**config.mk**
```make
export PLATFORM = sky130hd
export DESIGN_NAME = sysa_seq_flat
export DESIGN_NICKNAME = d
export VERILOG_FILES = /design/src/rtl/sysa_seq_if.sv /design/src/rtl/sysa_seq.sv /design/src/flat_wrapper.sv
export SDC_FILE = /design/constraint.sdc
export NUM_CORES = 1
export LEC_CHECK = 0
export CAP_MARGIN = 40
export CELL_PAD_IN_SITES_DETAIL_PLACEMENT = 2
export CELL_PAD_IN_SITES_GLOBAL_PLACEMENT = 2
export CORE_ASPECT_RATIO = 0.6
export CORE_MARGIN = 4
export CORE_UTILIZATION = 32
export DETAILED_ROUTE_END_ITERATION = 8
export PLACE_DENSITY = 0.89
export SLEW_MARGIN = 10
export SYNTH_ARGS = -nofsm -noshare
export SYNTH_HDL_FRONTEND = slang
export SYNTH_SLANG_ARGS = --single-unit
```
**constraint.sdc**
```tcl
create_clock -name clk -period 6 [get_ports clk]
set_input_delay 1.2 -clock clk [delete_from_list [all_inputs] [get_ports clk]]
set_output_delay 1.2 -clock clk [all_outputs]
set_load 0.005 [all_outputs]
```
**src/rtl/sysa_seq_if.sv**
```systemverilog
// Bundle between the TPU front end, the sysa sequencer and the systolic array.
// The sequencer takes the slave view; the front end / array side takes the master view.
interface sysa_seq_if #(
    parameter int N  = 3,
    parameter int DW = 8,
    parameter int AW = 16
);
    localparam int IW = (N > 1) ? $clog2(N) : 1;

    logic            start;
    logic [4:0]      num_rows;
    logic            w_valid;
    logic [N*DW-1:0] w_data;
    logic            w_ready;
    logic            x_valid;
    logic [N*DW-1:0] x_data;
    logic            x_ready;
    logic            sa_w_load;
    logic [IW-1:0]   sa_w_idx;
    logic [N*DW-1:0] sa_w_row;
    logic            sa_en;
    logic [N*DW-1:0] sa_in;
    logic [N*AW-1:0] sa_out;
    logic            r_valid;
    logic [N*AW-1:0] r_data;
    logic            r_ready;
    logic            busy;
    logic            done;
    logic            err;

    modport master (
        output start, num_rows, w_valid, w_data, x_valid, x_data, sa_out, r_ready,
        input  w_ready, x_ready, sa_w_load, sa_w_idx, sa_w_row, sa_en, sa_in,
               r_valid, r_data, busy, done, err
    );

    modport slave (
        input  start, num_rows, w_valid, w_data, x_valid, x_data, sa_out, r_ready,
        output w_ready, x_ready, sa_w_load, sa_w_idx, sa_w_row, sa_en, sa_in,
               r_valid, r_data, busy, done, err
    );
endinterface

```
**src/rtl/sysa_seq.sv**
```systemverilog
// Sequencer for the NxN weight-stationary systolic array: weight load, skewed input
// streaming, output de-skew and a valid/ready result port that back-pressures the array.
module sysa_seq #(
    parameter int N        = 3,
    parameter int DW       = 8,
    parameter int AW       = 16,
    parameter int LAT      = 3,
    parameter int MAX_ROWS = 16
) (
    input  logic      clk,
    input  logic      rst,
    sysa_seq_if.slave bus
);
    localparam int         IW         = (N > 1) ? $clog2(N) : 1;
    localparam int         TRK        = N + LAT + 1;  // accept edge to result-load edge
    localparam logic [4:0] MAX_ROWS_W = 5'(MAX_ROWS);

    typedef enum logic [2:0] { S_IDLE, S_LOAD_W, S_STREAM, S_DRAIN, S_DONE } state_e;

    state_e          state_q, state_d;
    logic [IW-1:0]   w_cnt_q, w_cnt_d;
    logic [4:0]      rows_q, rows_d;
    logic [4:0]      acc_cnt_q, acc_cnt_d;
    logic [4:0]      out_cnt_q, out_cnt_d;
    logic            err_q, err_d;

    logic            w_ready, x_ready, sa_en, busy, done;
    logic            w_acc, x_acc, r_hs, stall, rows_ok, land;

    logic            sa_w_load_q;
    logic [IW-1:0]   sa_w_idx_q;
    logic [N*DW-1:0] sa_w_row_q;
    logic [TRK-1:0]  trk_q;
    logic [N*DW-1:0] sa_in;
    logic [N*AW-1:0] dsk;
    logic            r_valid_q;
    logic [N*AW-1:0] r_data_q;

    assign stall   = r_valid_q & ~bus.r_ready;
    assign w_acc   = bus.w_valid & w_ready;
    assign x_acc   = bus.x_valid & x_ready;
    assign r_hs    = r_valid_q & bus.r_ready;
    assign land    = sa_en & trk_q[TRK-1];
    assign rows_ok = (bus.num_rows != 5'd0) && (bus.num_rows <= MAX_ROWS_W);

    // NOTE: registers use non-blocking assignments so every flop samples pre-edge values.
    always_ff @(posedge clk) begin
        if (rst) state_q <= S_IDLE;
        else     state_q <= state_d;
    end

    // NOTE: each combinational block assigns a default first so no latch is inferred.
    always_comb begin
        state_d = state_q;
        unique case (state_q)
            S_IDLE:   if (bus.start && rows_ok) state_d = S_LOAD_W;
            S_LOAD_W: if (w_acc && w_cnt_q == IW'(N-1)) state_d = S_STREAM;
            S_STREAM: if (x_acc && acc_cnt_q == rows_q - 5'd1) state_d = S_DRAIN;
            S_DRAIN:  if (out_cnt_d == 5'd0) state_d = S_DONE;
            S_DONE:   state_d = S_IDLE;
            default:  state_d = S_IDLE;
        endcase
    end

    always_comb begin
        w_ready = 1'b0;
        x_ready = 1'b0;
        sa_en   = 1'b0;
        busy    = (state_q != S_IDLE);
        done    = (state_q == S_DONE);
        unique case (state_q)
            S_LOAD_W: w_ready = 1'b1;
            S_STREAM: begin
                x_ready = ~stall;
                sa_en   = ~stall;
            end
            S_DRAIN:  sa_en = ~stall;
            default:  ;
        endcase
    end

    // Job counters; a start outside IDLE is ignored entirely.
    always_comb begin
        w_cnt_d   = w_cnt_q;
        rows_d    = rows_q;
        acc_cnt_d = acc_cnt_q;
        out_cnt_d = out_cnt_q + {4'd0, x_acc} - {4'd0, r_hs};
        err_d     = (state_q == S_IDLE) && bus.start && !rows_ok;
        if (state_q == S_IDLE && bus.start && rows_ok) begin
            rows_d    = bus.num_rows;
            w_cnt_d   = '0;
            acc_cnt_d = 5'd0;
        end
        if (w_acc) w_cnt_d = w_cnt_q + 1'b1;
        if (x_acc) acc_cnt_d = acc_cnt_q + 5'd1;
    end

    always_ff @(posedge clk) begin
        if (rst) begin
            w_cnt_q   <= '0;
            rows_q    <= 5'd0;
            acc_cnt_q <= 5'd0;
            out_cnt_q <= 5'd0;
            err_q     <= 1'b0;
        end else begin
            w_cnt_q   <= w_cnt_d;
            rows_q    <= rows_d;
            acc_cnt_q <= acc_cnt_d;
            out_cnt_q <= out_cnt_d;
            err_q     <= err_d;
        end
    end

    always_ff @(posedge clk) begin
        if (rst) begin
            sa_w_load_q <= 1'b0;
            sa_w_idx_q  <= '0;
            sa_w_row_q  <= '0;
        end else begin
            sa_w_load_q <= w_acc;
            if (w_acc) begin
                sa_w_idx_q <= w_cnt_q;
                sa_w_row_q <= bus.w_data;
            end
        end
    end

    // Input skew: column j passes through j+1 stages, so it trails column 0 by j cycles.
    for (genvar j = 0; j < N; j++) begin : g_skew
        logic [DW-1:0] line_q [j+1];
        // NOTE: these register arrays are flops, not RAM, and are cleared on reset like any state.
        always_ff @(posedge clk) begin
            if (rst) begin
                for (int k = 0; k <= j; k++) line_q[k] <= '0;
            end else if (sa_en) begin
                line_q[0] <= x_acc ? bus.x_data[j*DW +: DW] : '0;
                for (int k = 1; k <= j; k++) line_q[k] <= line_q[k-1];
            end
        end
        assign sa_in[j*DW +: DW] = line_q[j];
    end

    always_ff @(posedge clk) begin
        if (rst)        trk_q <= '0;
        else if (sa_en) trk_q <= {trk_q[TRK-2:0], x_acc};
    end

    // De-skew: column j waits N-1-j cycles so all columns of a row align.
    for (genvar j = 0; j < N; j++) begin : g_deskew
        if (j == N-1) begin : g_direct
            assign dsk[j*AW +: AW] = bus.sa_out[j*AW +: AW];
        end else begin : g_delay
            logic [AW-1:0] dly_q [N-1-j];
            always_ff @(posedge clk) begin
                if (rst) begin
                    for (int k = 0; k < N-1-j; k++) dly_q[k] <= '0;
                end else if (sa_en) begin
                    dly_q[0] <= bus.sa_out[j*AW +: AW];
                    for (int k = 1; k < N-1-j; k++) dly_q[k] <= dly_q[k-1];
                end
            end
            assign dsk[j*AW +: AW] = dly_q[N-2-j];
        end
    end

    // A landing row can only coincide with an empty or draining result register.
    always_ff @(posedge clk) begin
        if (rst) begin
            r_valid_q <= 1'b0;
            r_data_q  <= '0;
        end else if (land) begin
            r_valid_q <= 1'b1;
            r_data_q  <= dsk;
        end else if (r_hs) begin
            r_valid_q <= 1'b0;
        end
    end

    assign bus.w_ready   = w_ready;
    assign bus.x_ready   = x_ready;
    assign bus.sa_w_load = sa_w_load_q;
    assign bus.sa_w_idx  = sa_w_idx_q;
    assign bus.sa_w_row  = sa_w_row_q;
    assign bus.sa_en     = sa_en;
    assign bus.sa_in     = sa_in;
    assign bus.r_valid   = r_valid_q;
    assign bus.r_data    = r_data_q;
    assign bus.busy      = busy;
    assign bus.done      = done;
    assign bus.err       = err_q;
endmodule

```
**src/flat_wrapper.sv**
```systemverilog
// flat-port wrapper written by rule: the top's interface ports become plain ports
module sysa_seq_flat 
#(
    parameter int N        = 3,
    parameter int DW       = 8,
    parameter int AW       = 16,
    parameter int LAT      = 3,
    parameter int MAX_ROWS = 16
)
  (clk, rst, bus_start, bus_num_rows, bus_w_valid, bus_w_data, bus_x_valid, bus_x_data, bus_sa_out, bus_r_ready, bus_w_ready, bus_x_ready, bus_sa_w_load, bus_sa_w_idx, bus_sa_w_row, bus_sa_en, bus_sa_in, bus_r_valid, bus_r_data, bus_busy, bus_done, bus_err);
  sysa_seq_if #(.N(N), .DW(DW), .AW(AW)) bus_i ();
  input  logic clk;
  input  logic rst;
  input wire logic [$bits(bus_i.start)-1:0] bus_start;
  input wire logic [$bits(bus_i.num_rows)-1:0] bus_num_rows;
  input wire logic [$bits(bus_i.w_valid)-1:0] bus_w_valid;
  input wire logic [$bits(bus_i.w_data)-1:0] bus_w_data;
  input wire logic [$bits(bus_i.x_valid)-1:0] bus_x_valid;
  input wire logic [$bits(bus_i.x_data)-1:0] bus_x_data;
  input wire logic [$bits(bus_i.sa_out)-1:0] bus_sa_out;
  input wire logic [$bits(bus_i.r_ready)-1:0] bus_r_ready;
  output wire logic [$bits(bus_i.w_ready)-1:0] bus_w_ready;
  output wire logic [$bits(bus_i.x_ready)-1:0] bus_x_ready;
  output wire logic [$bits(bus_i.sa_w_load)-1:0] bus_sa_w_load;
  output wire logic [$bits(bus_i.sa_w_idx)-1:0] bus_sa_w_idx;
  output wire logic [$bits(bus_i.sa_w_row)-1:0] bus_sa_w_row;
  output wire logic [$bits(bus_i.sa_en)-1:0] bus_sa_en;
  output wire logic [$bits(bus_i.sa_in)-1:0] bus_sa_in;
  output wire logic [$bits(bus_i.r_valid)-1:0] bus_r_valid;
  output wire logic [$bits(bus_i.r_data)-1:0] bus_r_data;
  output wire logic [$bits(bus_i.busy)-1:0] bus_busy;
  output wire logic [$bits(bus_i.done)-1:0] bus_done;
  output wire logic [$bits(bus_i.err)-1:0] bus_err;
  assign bus_i.start = bus_start;
  assign bus_i.num_rows = bus_num_rows;
  assign bus_i.w_valid = bus_w_valid;
  assign bus_i.w_data = bus_w_data;
  assign bus_i.x_valid = bus_x_valid;
  assign bus_i.x_data = bus_x_data;
  assign bus_i.sa_out = bus_sa_out;
  assign bus_i.r_ready = bus_r_ready;
  assign bus_w_ready = bus_i.w_ready;
  assign bus_x_ready = bus_i.x_ready;
  assign bus_sa_w_load = bus_i.sa_w_load;
  assign bus_sa_w_idx = bus_i.sa_w_idx;
  assign bus_sa_w_row = bus_i.sa_w_row;
  assign bus_sa_en = bus_i.sa_en;
  assign bus_sa_in = bus_i.sa_in;
  assign bus_r_valid = bus_i.r_valid;
  assign bus_r_data = bus_i.r_data;
  assign bus_busy = bus_i.busy;
  assign bus_done = bus_i.done;
  assign bus_err = bus_i.err;
  sysa_seq #(.N(N), .DW(DW), .AW(AW), .LAT(LAT), .MAX_ROWS(MAX_ROWS)) u_core (.clk(clk), .rst(rst), .bus(bus_i));
endmodule
```
After elaboration in Yosys (flattened, before gate mapping) --
Memory sizes are Yosys's and may differ from the RTL's. A register that Yosys moved wholly into a read port is not among the register bits. Index checks and enable logic that the tools add are counted. Widths: inputs -> output; s select.
Word-level totals: flip-flop bits (word level) 104, bits in writable memories 96, input port bits 107, output and inout bits 106, logic and storage cells 99, memories kept 5
Operators by class: $add $sub $neg 5, order comparisons 1, equality and inequality tests 10, muxes and demuxes 33, bitwise operators 14, reductions and logical operators 19
Memories:
- u_core.g_deskew[0].g_delay.dly_q | depth 2, bits a word 16, rd ports 2, clocked after Yosys merged registers in 1, wr ports 2, line sysa_seq.sv:153 | logic [AW-1:0] dly_q [N-1-j];
- u_core.g_skew[2].line_q | depth 3, bits a word 8, rd ports 3, clocked after Yosys merged registers in 0, wr ports 3, line sysa_seq.sv:130 | logic [DW-1:0] line_q [j+1];
- u_core.g_deskew[1].g_delay.dly_q | depth 1, bits a word 16, rd ports 1, clocked after Yosys merged registers in 1, wr ports 1, line sysa_seq.sv:153
- u_core.g_skew[1].line_q | depth 2, bits a word 8, rd ports 2, clocked after Yosys merged registers in 0, wr ports 2, line sysa_seq.sv:130
- u_core.g_skew[0].line_q | depth 1, bits a word 8, rd ports 1, clocked after Yosys merged registers in 0, wr ports 1, line sysa_seq.sv:130
Operators by type and width (number):
- $mux 8 | 9
- $mux 16 | 3
- $reduce_or 16->1 | 1
- $mux 1 | 12
- $mux 3 | 4
- $pmux 3 s4 | 1
- $mux 5 | 2
- $ne 2x1->1 const B | 4
- $reduce_or 8->1 | 1
- $logic_and 1x1->1 | 7
- $or 1x1->1 | 7
- $eq 3x2->1 const B | 2
- $reduce_bool 2->1 | 3
- $add 5x1->5 | 1
- $add 5x1->5 const B | 1
- $and 1x1->1 | 5
- $eq 5x5->1 | 1
- $le 5x5->1 const B | 1
- $logic_not 5->1 | 1
- $reduce_bool 5->1 | 1
- $sub 5x1->5 | 1
- $sub 5x1->5 const B | 1
- $mux 2 | 2
- $reduce_and 4->1 | 1
- 9 further kinds | 10

Longest topological paths before layout --
Gate-level depths: netlist of the first run.
depth in word-level cells 10, depth in mapped cells 10, gate-level depth less buffers 10

Worst setup path before layout of the first run --
Ideal clock, no wire load.
path type in2reg, from input rst, to register u_core.trk_q[0], library setup time 0.266 ns, arrival time 4.046 ns, required time 5.734 ns, setup slack 1.688 ns, cell stages on the path 3, buffers on the path 1, path through clkbuf_1 > nand2b_1 > o22ai_1
RTL lines:
- from (decl) | line flat_wrapper.sv:13 | input logic rst;
- to (signal assigned) | line sysa_seq.sv:145 | else if (sa_en) trk_q <= {trk_q[TRK-2:0], x_acc};
- to (decl) | line sysa_seq.sv:33 | logic [TRK-1:0] trk_q;

Final worst setup path of the first run --
from input bus_r_ready, to output bus_sa_en
Between the ends: cells in the longest elaborated chain, start to end 4
RTL lines:
- from (decl) | line flat_wrapper.sv:21 | input wire logic [$bits(bus_i.r_ready)-1:0] bus_r_ready;
- $not 1->1 | line sysa_seq.sv:39 | assign stall = r_valid_q & ~bus.r_ready;
- $and 1x1->1 | line sysa_seq.sv:39
- $not 1->1 | line sysa_seq.sv:75, sysa_seq.sv:77
- $mux 1
- to (decl) | line flat_wrapper.sv:27 | output wire logic [$bits(bus_i.sa_en)-1:0] bus_sa_en;
Every way passes these cells.

==> metrics.md, run 1 <==
| Metric | Value |
|---|---|
| Final period util | 0.686 |
| Antenna viol nets, final | 0 |
| Clock sink count | 200 |
| Kind of critical path | in -> out |
| Setup bufs post-CTS | 0 |
| Dominant cell type by area after synthesis | edfxtp_1 |
| PwrDens | 264 mW/mm^2 |
| Synth Flop Type | dfxtp_1 |
| WL per Instance | 18.6 um |
| Slew @ Worst Pin | 0.714 ns |
| First-pass GRT wire length | 35,300 um |
| HPWL Detailed | 16,200 um |
| Simple-Gate Fraction of Synth Area | 0.204 |
| RSZ-0062 raised after global routing | false |
| Register area share after synthesis | 0.639 |
| Gr ovfl total | 0 |
| Syn avg cell area | 10.8 sq um |
| Post-synth net total | 834 |
| Worst setup SP type | input pin |
| Synth async-reset ratio | 0 |
| CP Data Required Time | 4.80 ns |
| Seq pwr share | 0.520 |
| Worst path slowest cell | clkdlybuf4s50_1 |
| Min-delay src | u_core.bus.r_data[14] |
| Comb pwr share | 0.060 |
| Initial DRT Pass Iterations | 4 |
| Synth warn | 0 |
| Post-Synth XOR/XNOR Area | 0.0113 |
| Setup Skew | 0.0100 ns |
| Top-Level Pins | 213 |
| Reg2reg end | u_core.state_q[0] |
| Int Pwr | 2220 uW |
| Crit-path cells | clkdlybuf4s50_1 -> nand2b_2 -> nand3b_4 -> inv_2 -> clkdlybuf4s50_1 |
| Max cap viols | 0 |
| R2R depth | 10 |
| IO buf count | 212 |
| Final Hold Violating Endpoints | 0 |
| RePlAce Congestion | 0.771 |
| Largest family of logic cells by synthesized area | simple AND/OR/NAND/NOR gates |
| Endpoints failing setup | 0 |
| H-Tree Depth | 4 |
| Most used cell along the critical path | clkdlybuf4s50_1 |
| Hold depth | 2 |
| Post-synth top area share | 0.371 |
| Hold crit path type | reg -> reg |
| Reg2reg start | u_core.state_q[2] |
| Initial antenna violation count | 1 |
| Ant diodes | 0 |
| Status | finished clean |
| R2r setup slk | 3.27 ns |
| Crit path launch | bus_r_ready |
| Top post-synthesis cells by count | 170 x nand2_1, 104 x dfxtp_1, 98 x and2_1, 96 x edfxtp_1, 92 x a21oi_1 |
| CTS resizes | 0 |
| Worst-path maximum fanout | 9 |
| Critical path arrival | 2.92 ns |
| Worst hold margin | 0.456 ns |
| Tmin final | 4.12 ns |
| Synth unique cells | 45 |
| Clock power share | 0.420 |
| EDFF count, synth | 96 |
| CP endpoint kind | primary output |
| Compound-Gate Fraction of Synth Area | 0.0730 |
| Starting Density | 0.331 |
| Clock latency on the worst-skew pair | 0.43 ns |
| Adder-cell share of the synthesized area | 0.0155 |
| # hold bufs at CTS | 0 |
| Sw Share | 0.214 |
| Die area | 0.0269 sq mm |
| CTS max path bufs | 2 |
| Routed vias/inst | 4.68 |
| CTS tree | yes |
| NetSw | 603 uW |
| DR iter-0 viols | 178 |
| DRC Markers | 0 |
| #FFs+latches synth | 200 |
| CP max stage delay | 0.58 ns |
| Tot GR Track Use | 0.168 |
| Top cells by area, synth | edfxtp_1 37%, dfxtp_1 27%, nand2_1 8.2% |
| Slew Limit Headroom | 0.524 |
| Pleak | 0.00379 uW |
| Post-synthesis instance area | 0.00777 sq mm |
| Final Max Slew Viols | 0 |
| Area growth syn-to-layout | 37.4% |
| Routed WL | 22,900 um |
| Maximum clock rate | 243 MHz |
| Min-Delay Endpoint | u_core.bus.r_data[14] |
| TritonCTS Buffers | 17 |
| Fraction of layout cells with a size suffix above 1 | 0.0568 |
| CTS clk-pin slew, worst paths | 0.07 ns |
| Setup TNS | 0 ns |
| Nets | 1,018 |
| Mapped Cells | 718 |
| Die Y | 129 um |
| Worst IR drop on VDD | 0.176 mV |
| Most frequent cell after synthesis | nand2_1 |
| Cell Rows | 43 |
| Core footprint | 0.0235 sq mm |
| Cell area after layout | 0.0107 sq mm |
| Vias in the first global route | 6,267 |
| Placed Area | 0.0101 sq mm |
| Largest net degree at the start of global routing | 73 |
| Post-synthesis mux area share | 0.00773 |
| CTS Root Cell | clkbuf_16 |
| DIE WIDTH | 209 um |
| DR vias | 5,761 |
==> per-stage QoR <==
| step | total power (uW) | util | worst slack [ns] | cells |
|---|---|---|---|---|
| 5_1_grt | 2940 | 0.455 | 1.79 | 1230 |
| 3_5_place_dp | 1670 | 0.429 | 1.87 | 1198 |
| 2_1_floorplan | 1550 | - | 1.69 | 718 |
| 6_report | 2820 | 0.455 | 1.88 | 1230 |
| 4_1_cts | 2860 | 0.455 | 1.86 | 1230 |
| 3_3_place_gp | 1660 | 0.426 | 1.95 | 1193 |
==> flip-flops by register name, summed over array words and instances (netlist names) <==
register,cells
u_core.bus.sa_w_idx,2
u_core.bus.r_valid,1
u_core.bus.sa_w_load,1
u_core.g_skew.line_q,48
u_core.acc_cnt_q,5
u_core.trk_q,7
u_core.g_deskew.g_delay.dly_q,48
u_core.w_cnt_q,2
u_core.bus.sa_w_row,24
u_core.rows_q,5
u_core.bus.r_data,48
u_core.state_q,3
u_core.bus.err,1
u_core.out_cnt_q,5
==> per-layer routing <==
| metal | wire (um) | vias to the layer above | global-route usage |
|---|---|---|---|
| li1 | - | 2734 | - |
| met1 | 10300 | 2893 | 0.212 |
| met2 | 11300 | 115 | 0.290 |
| met3 | 1170 | 17 | 0.0495 |
| met4 | 144 | 2 | 0.0380 |
| met5 | 13 | - | 0 |
==> critical path: cells and delay by family <==
family	cells	cell delay (ns)
buf+inv	3	1.30
simple gates	2	0.41
==> worst max-delay path by stage <==
stage | endpoint | slack [ns] | cells after the start
after global placement | bus_sa_en | 1.95 | 5
after global routing | bus_sa_en | 1.79 | 5
after floorplan | u_core.trk_q[0] | 1.69 | 3
after detailed placement | bus_sa_en | 1.87 | 5
final | bus_sa_en | 1.88 | 5
after CTS | bus_sa_en | 1.86 | 5
==> power groups by stage <==
| stage | sequential [uW] | clock (uW) | combinational [uW] |
|---|---|---|---|
| finish | 1470 | 1190 | 168 |
| global route | 1470 | 1280 | 181 |
| CTS | 1470 | 1220 | 171 |
| detailed placement | 1500 | 0 | 170 |
| global placement | 1500 | 0 | 161 |
| floorplan | 1500 | 0 | 55.6 |
==> cells by family (layout without fill, tap and decap cells) <==
logic type / Yosys count / in the layout
compound gates: 106 / 106
buf+inv: 68 / 265
fa+ha+maj: 9 / 9
xor+xnor: 10 / 10
flops: 200 / 200
mux: 6 / 6
simple gates: 319 / 319
==> layout make-up <==
| type | instances | area [sq um] |
|---|---|---|
| flip-flops and latches | 200 | 4960 |
| clock buffers | 19 | 443 |
| inverters | 13 | 48.8 |
| repair buffers | 220 | 2230 |
| well taps | 315 | 394 |
| clock inverters | 13 | 154 |
| multi-input cells | 450 | 2430 |
| fillers | 2453 | 12800 |
==> layout by cell type (no fill, tap or decap), types with 3 or more instances in the layout <==
cell type,instances
nand2b_1,5
clkdlybuf4s50_1,211
xnor2_1,3
a21oi_1,92
nand2_1,170
nor3_1,4
clkbuf_16,17
edfxtp_1,96
a311oi_1,3
buf_4,4
nor2b_1,3
nor2_1,15
and2_1,98
xor2_1,7
bufinv_16,3
inv_1,11
a31oi_1,3
mux2i_1,6
nand3_1,7
clkinv_2,4
ha_1,8
buf_8,3
dfxtp_1,104
clkinvlp_4,3
(Power assumes the default switching activity.)
==> run 2: changes to the inputs <==
CORE_UTILIZATION = 30   (was 32)
PLACE_DENSITY = 0.85   (was 0.89)
clock period = 3.81 ns   (was 6 ns; I/O delays follow)
==> metrics.md, run 2 (same netlist as run 1, synthesis figures left out) <==
| Metric | Value |
|---|---|
| Placed cells | 1,236 |
| Initial DRT Pass Iterations | 4 |
| Gr ovfl total | 0 |
| Worst setup SP type | input pin |
| Final Hold Violating Endpoints | 0 |
| Starting Density | 0.306 |
| H-Tree Depth | 4 |
| Routed vias/inst | 4.49 |
| Most common cell after layout, fill and taps aside | clkdlybuf4s50_1 |
| DR iter-0 viols | 259 |
| Kind of critical path | in -> out |
| Layout fillers | 2,626 |
| Area growth syn-to-layout | 37.6% |
| Initial antenna violation count | 3 |
| Worst path bufs/invs | 3 |
| Clock sink count | 200 |
| Most frequent cells in the layout | 211 x clkdlybuf4s50_1, 170 x nand2_1, 104 x dfxtp_1, 98 x and2_1, 96 x edfxtp_1 |
| CTS resizes | 0 |
| CP top delay family | buffers and inverters |
| Maximum clock rate | 312 MHz |
| DIE WIDTH | 216 um |
| CP endpoint kind | primary output |
| Slew Limit Headroom | 0.570 |
| Vias in the first global route | 6,265 |
| TritonCTS Buffers | 17 |
| WL per Instance | 18.0 um |
| Critical path arrival | 2.45 ns |
| DRC Markers | 0 |
| Routed WL | 22,900 um |
| Tot GR Track Use | 0.160 |
| RePlAce Congestion | 0.765 |
| Tmin final | 3.21 ns |
| Final Max Slew Viols | 0 |
| Clock latency on the worst-skew pair | 0.44 ns |
| Worst path slowest cell | clkdlybuf4s50_1 |
| Die Y | 133 um |
| CTS tree | yes |
| Crit-path cells | clkdlybuf4s50_1 -> nand2b_2 -> nand3b_4 -> inv_2 -> clkdlybuf4s50_1 |
| Slew @ Worst Pin | 0.643 ns |
| Status | finished clean |
| CTS Root Cell | clkbuf_16 |
| Cell Rows | 45 |
| PwrDens | 408 mW/mm^2 |
| Largest net degree at the start of global routing | 73 |
| Setup Skew | 0.0100 ns |
| Die area | 0.0286 sq mm |
| Antenna viol nets, final | 0 |
| HPWL Detailed | 15,700 um |
| CTS max path bufs | 2 |
| CP max stage delay | 0.59 ns |
| CTS clk-pin slew, worst paths | 0.07 ns |
| Placed Area | 0.0101 sq mm |
| Cell area after layout | 0.0107 sq mm |
| Final period util | 0.842 |
| DR vias | 5,700 |
| Most used cell along the critical path | clkdlybuf4s50_1 |
| Setup TNS | 0 ns |
| Fin cells | 1,269 |
| RSZ-0062 raised after global routing | false |
| # hold bufs at CTS | 0 |
| Top-Level Pins | 213 |
| Worst-path maximum fanout | 9 |
| Endpoints failing setup | 0 |
| Nets | 1,019 |
| Worst IR drop on VDD | 0.297 mV |
| Pleak | 0.00379 uW |
| First-pass GRT wire length | 35,500 um |
| Hold crit path type | reg -> reg |
| Core footprint | 0.0254 sq mm |
| Fraction of layout cells with a size suffix above 1 | 0.0600 |
| IO buf count | 212 |
| Max cap viols | 0 |
| CP Data Required Time | 3.05 ns |
| Setup bufs post-CTS | 0 |
run 2: stage by stage:
| stage | power [uW] | worst slack, ns | utilization | hold WS, ns |
|---|---|---|---|---|
| floorplan | 2450 | 1.03 | - | 0.429 |
| CTS | 4440 | 0.593 | 0.421 | 0.456 |
| detailed placement | 2630 | 0.273 | 0.398 | 0.449 |
| global placement | 2610 | 0.428 | 0.397 | 0.441 |
| finish | 4370 | 0.602 | 0.421 | 0.455 |
| global route | 4550 | 0.516 | 0.421 | 0.478 |
run 2: path summary, 6_finish.rpt:
check	cells after the start	start	end	slack, ns
hold reg to reg	2	u_core.trk_q[0]	u_core.trk_q[1]	0.46
setup reg to reg	10	u_core.state_q[2]	u_core.state_q[0]	1.04
hold / removal	2	u_core.trk_q[0]	u_core.trk_q[1]	0.46
setup / recovery	5	bus_r_ready	bus_sa_en	0.60
run 2: layer usage:
metal	global-route usage	routed length (um)
met1	0.199	10500
met2	0.266	10900
met3	0.0514	1230
met4	0.0490	259
met5	0	23
run 2: report_power, final:
group | internal [uW] | switching (uW) | total, uW
clock | 955 | 833 | 1790
sequential | 2290 | 20.3 | 2310
combinational | 158 | 107 | 265
run 2: cell type report:
| cell class | instances | area, sq um | share of cell area |
|---|---|---|---|
| multi-input cells | 450 | 2430 | 0.228 |
| clock inverters | 9 | 58.8 | 0.00550 |
| repair buffers | 221 | 2230 | 0.208 |
| well taps | 352 | 440 | 0.0412 |
| clock buffers | 23 | 513 | 0.0480 |
| flip-flops and latches | 200 | 4960 | 0.465 |
| inverters | 13 | 48.8 | 0.00457 |
| diodes | 1 | 2.50 | 0.000234 |
run 2: worst reg2reg max path, delay by kind of cell (launching register included):
family | cells | cell delay [ns]
AO/OA/AOI/OAI | 4 | 0.84
XOR/XNOR | 1 | 0.19
adder cells (fa/ha/maj) | 2 | 0.68
buffers and inverters | 1 | 0.11
flip-flops | 1 | 0.55
AND/OR/NAND/NOR | 2 | 0.31
==> run 3: changes to the inputs <==
clock period = 3 ns   (was 3.81 ns; I/O delays follow)
==> metrics.md, run 3 (same netlist as run 1, synthesis figures left out) <==
| Metric | Value |
|---|---|
| Status | finished clean |
| Slew Limit Headroom | 0.668 |
| Final period util | 0.939 |
| Worst-path maximum fanout | 3 |
| Die Y | 133 um |
| Final Max Slew Viols | 0 |
| Largest net degree at the start of global routing | 73 |
| Most frequent cells in the layout | 211 x clkdlybuf4s50_1, 170 x nand2_1, 104 x dfxtp_1, 98 x and2_1, 96 x edfxtp_1 |
| Routed WL | 23,000 um |
| CTS Root Cell | clkbuf_16 |
| # hold bufs at CTS | 0 |
| Critical path arrival | 3.16 ns |
| Final Hold Violating Endpoints | 0 |
| Gr ovfl total | 0 |
| CP top delay family | adder cells |
| Worst setup SP type | input pin |
| Clock latency on the worst-skew pair | 0.45 ns |
| Crit-path cells | clkdlybuf4s50_1 -> and2_1 -> ha_1 -> inv_1 -> ha_1 -> fa_1 -> a21o_1 -> a21oi_1 -> xnor2_1 -> a31oi_1 -> o211a_1 |
| DR WL met2 | 11,000 um |
| Fin cells | 1,279 |
| Initial antenna violation count | 0 |
| CP Data Required Time | 3.34 ns |
| Clock sink count | 200 |
| Setup ws final | 0.183 ns |
| Hold crit path type | reg -> reg |
| DR iter-0 viols | 211 |
| Most common cell after layout, fill and taps aside | clkdlybuf4s50_1 |
| HPWL Detailed | 16,400 um |
| Pleak | 0.00384 uW |
| M1 WL | 10,500 um |
| Die area | 0.0286 sq mm |
| Area growth syn-to-layout | 39.0% |
| Top Layer Used | met4 |
| Maximum clock rate | 355 MHz |
| Setup bufs post-CTS | 0 |
| RSZ-0062 raised after global routing | false |
| CP endpoint kind | register |
| Setup TNS | 0 ns |
| PwrDens | 520 mW/mm^2 |
| Tmin final | 2.82 ns |
| IO buf count | 212 |
| Slew @ Worst Pin | 0.497 ns |
| Top-Level Pins | 213 |
| Starting Density | 0.306 |
| DRC Markers | 0 |
| Nets | 1,030 |
| Worst path slowest cell | fa_1 |
| DR vias | 5,789 |
| Max cap viols | 0 |
| Worst path bufs/invs | 2 |
| Worst IR drop on VDD | 0.323 mV |
| DIE WIDTH | 216 um |
| TritonCTS Buffers | 17 |
| Placed cells | 1,247 |
| Kind of critical path | in -> reg |
| Met3 wire len | 1310 um |
| Fraction of layout cells with a size suffix above 1 | 0.0680 |
| First-pass GRT wire length | 35,400 um |
| CTS resizes | 0 |
| R2r setup slk | 0.43 ns |
| Initial DRT Pass Iterations | 4 |
| CP max stage delay | 0.44 ns |
| Most used cell along the critical path | ha_1 |
| CTS max path bufs | 2 |
| Setup Skew | 0.0117 ns |
| Dpl ws | -0.284 ns |
| WL per Instance | 18.0 um |
| Cell Rows | 45 |
| Routed vias/inst | 4.53 |
| Antenna viol nets, final | 0 |
| Tot GR Track Use | 0.160 |
| RePlAce Congestion | 0.744 |
| CTS tree | yes |
| Endpoints failing setup | 0 |
| CTS clk-pin slew, worst paths | 0.07 ns |
| Ant diodes | 0 |
| Core footprint | 0.0254 sq mm |
| Vias in the first global route | 6,244 |
| H-Tree Depth | 4 |
[run 3: changes by cell type in the layout (fill, tap and decap cells not counted), moves of 2 or more]
cell       previous run  this run
buf_4                 7        16
clkbuf_8              4         0
clkinv_2              4         6
buf_12                1         4
clkinv_1              0         3
inv_4                 2         0
bufinv_16             0         3
[run 3: tightest hold or removal path: cells and delay by family, from the launching register on]
family / cells / cell delay, ns
flip-flops: 1 / 0.31
AND/OR/NAND/NOR: 1 / 0.05
AO/OA/AOI/OAI: 1 / 0.05
[run 3: final timing paths]
kind | endpoint | start | depth (start not counted)
worst min register to register | u_core.trk_q[1] | u_core.trk_q[0] | 2
worst max register to register | u_core.state_q[0] | u_core.state_q[2] | 10
worst min-delay path | u_core.trk_q[1] | u_core.trk_q[0] | 2
worst max-delay path | u_core.state_q[0] | bus_r_ready | 11
[run 3: through the flow]
step / cell area, sq um / util / power, uW / hold slack [ns]
4_1_cts: 10800 / 0.425 / 5720 / 0.459
6_report: 10800 / 0.425 / 5620 / 0.454
5_1_grt: 10800 / 0.425 / 5860 / 0.476
3_5_place_dp: 10200 / 0.402 / 3340 / 0.448
2_1_floorplan: 7770 / - / 3110 / 0.429
3_3_place_gp: 10200 / 0.402 / 3320 / 0.440
[run 3: area by class of cell]
| cell class | instances | area [sq um] |
|---|---|---|
| Sequential cell | 200 | 4960 |
| Clock inverter | 15 | 158 |
| Fill cell | 2670 | 14600 |
| Multi-Input combinational cell | 450 | 2430 |
| Timing Repair Buffer | 232 | 2330 |
| Tap cell | 352 | 440 |
| Clock buffer | 17 | 425 |
| Inverter | 13 | 48.8 |
[run 3: routing by layer]
layer / vias to the layer above / track usage
met1: 2866 / 0.206
met2: 134 / 0.263
met3: 17 / 0.0544
met4: 0 / 0.0361
met5: - / 0
li1: 2772 / -
[run 3: power breakdown]
part / internal, uW / switching (uW) / total, uW
Sequential: 2910 / 25.3 / 2940
Combinational: 198 / 138 / 336
Clock: 1300 / 1050 / 2350
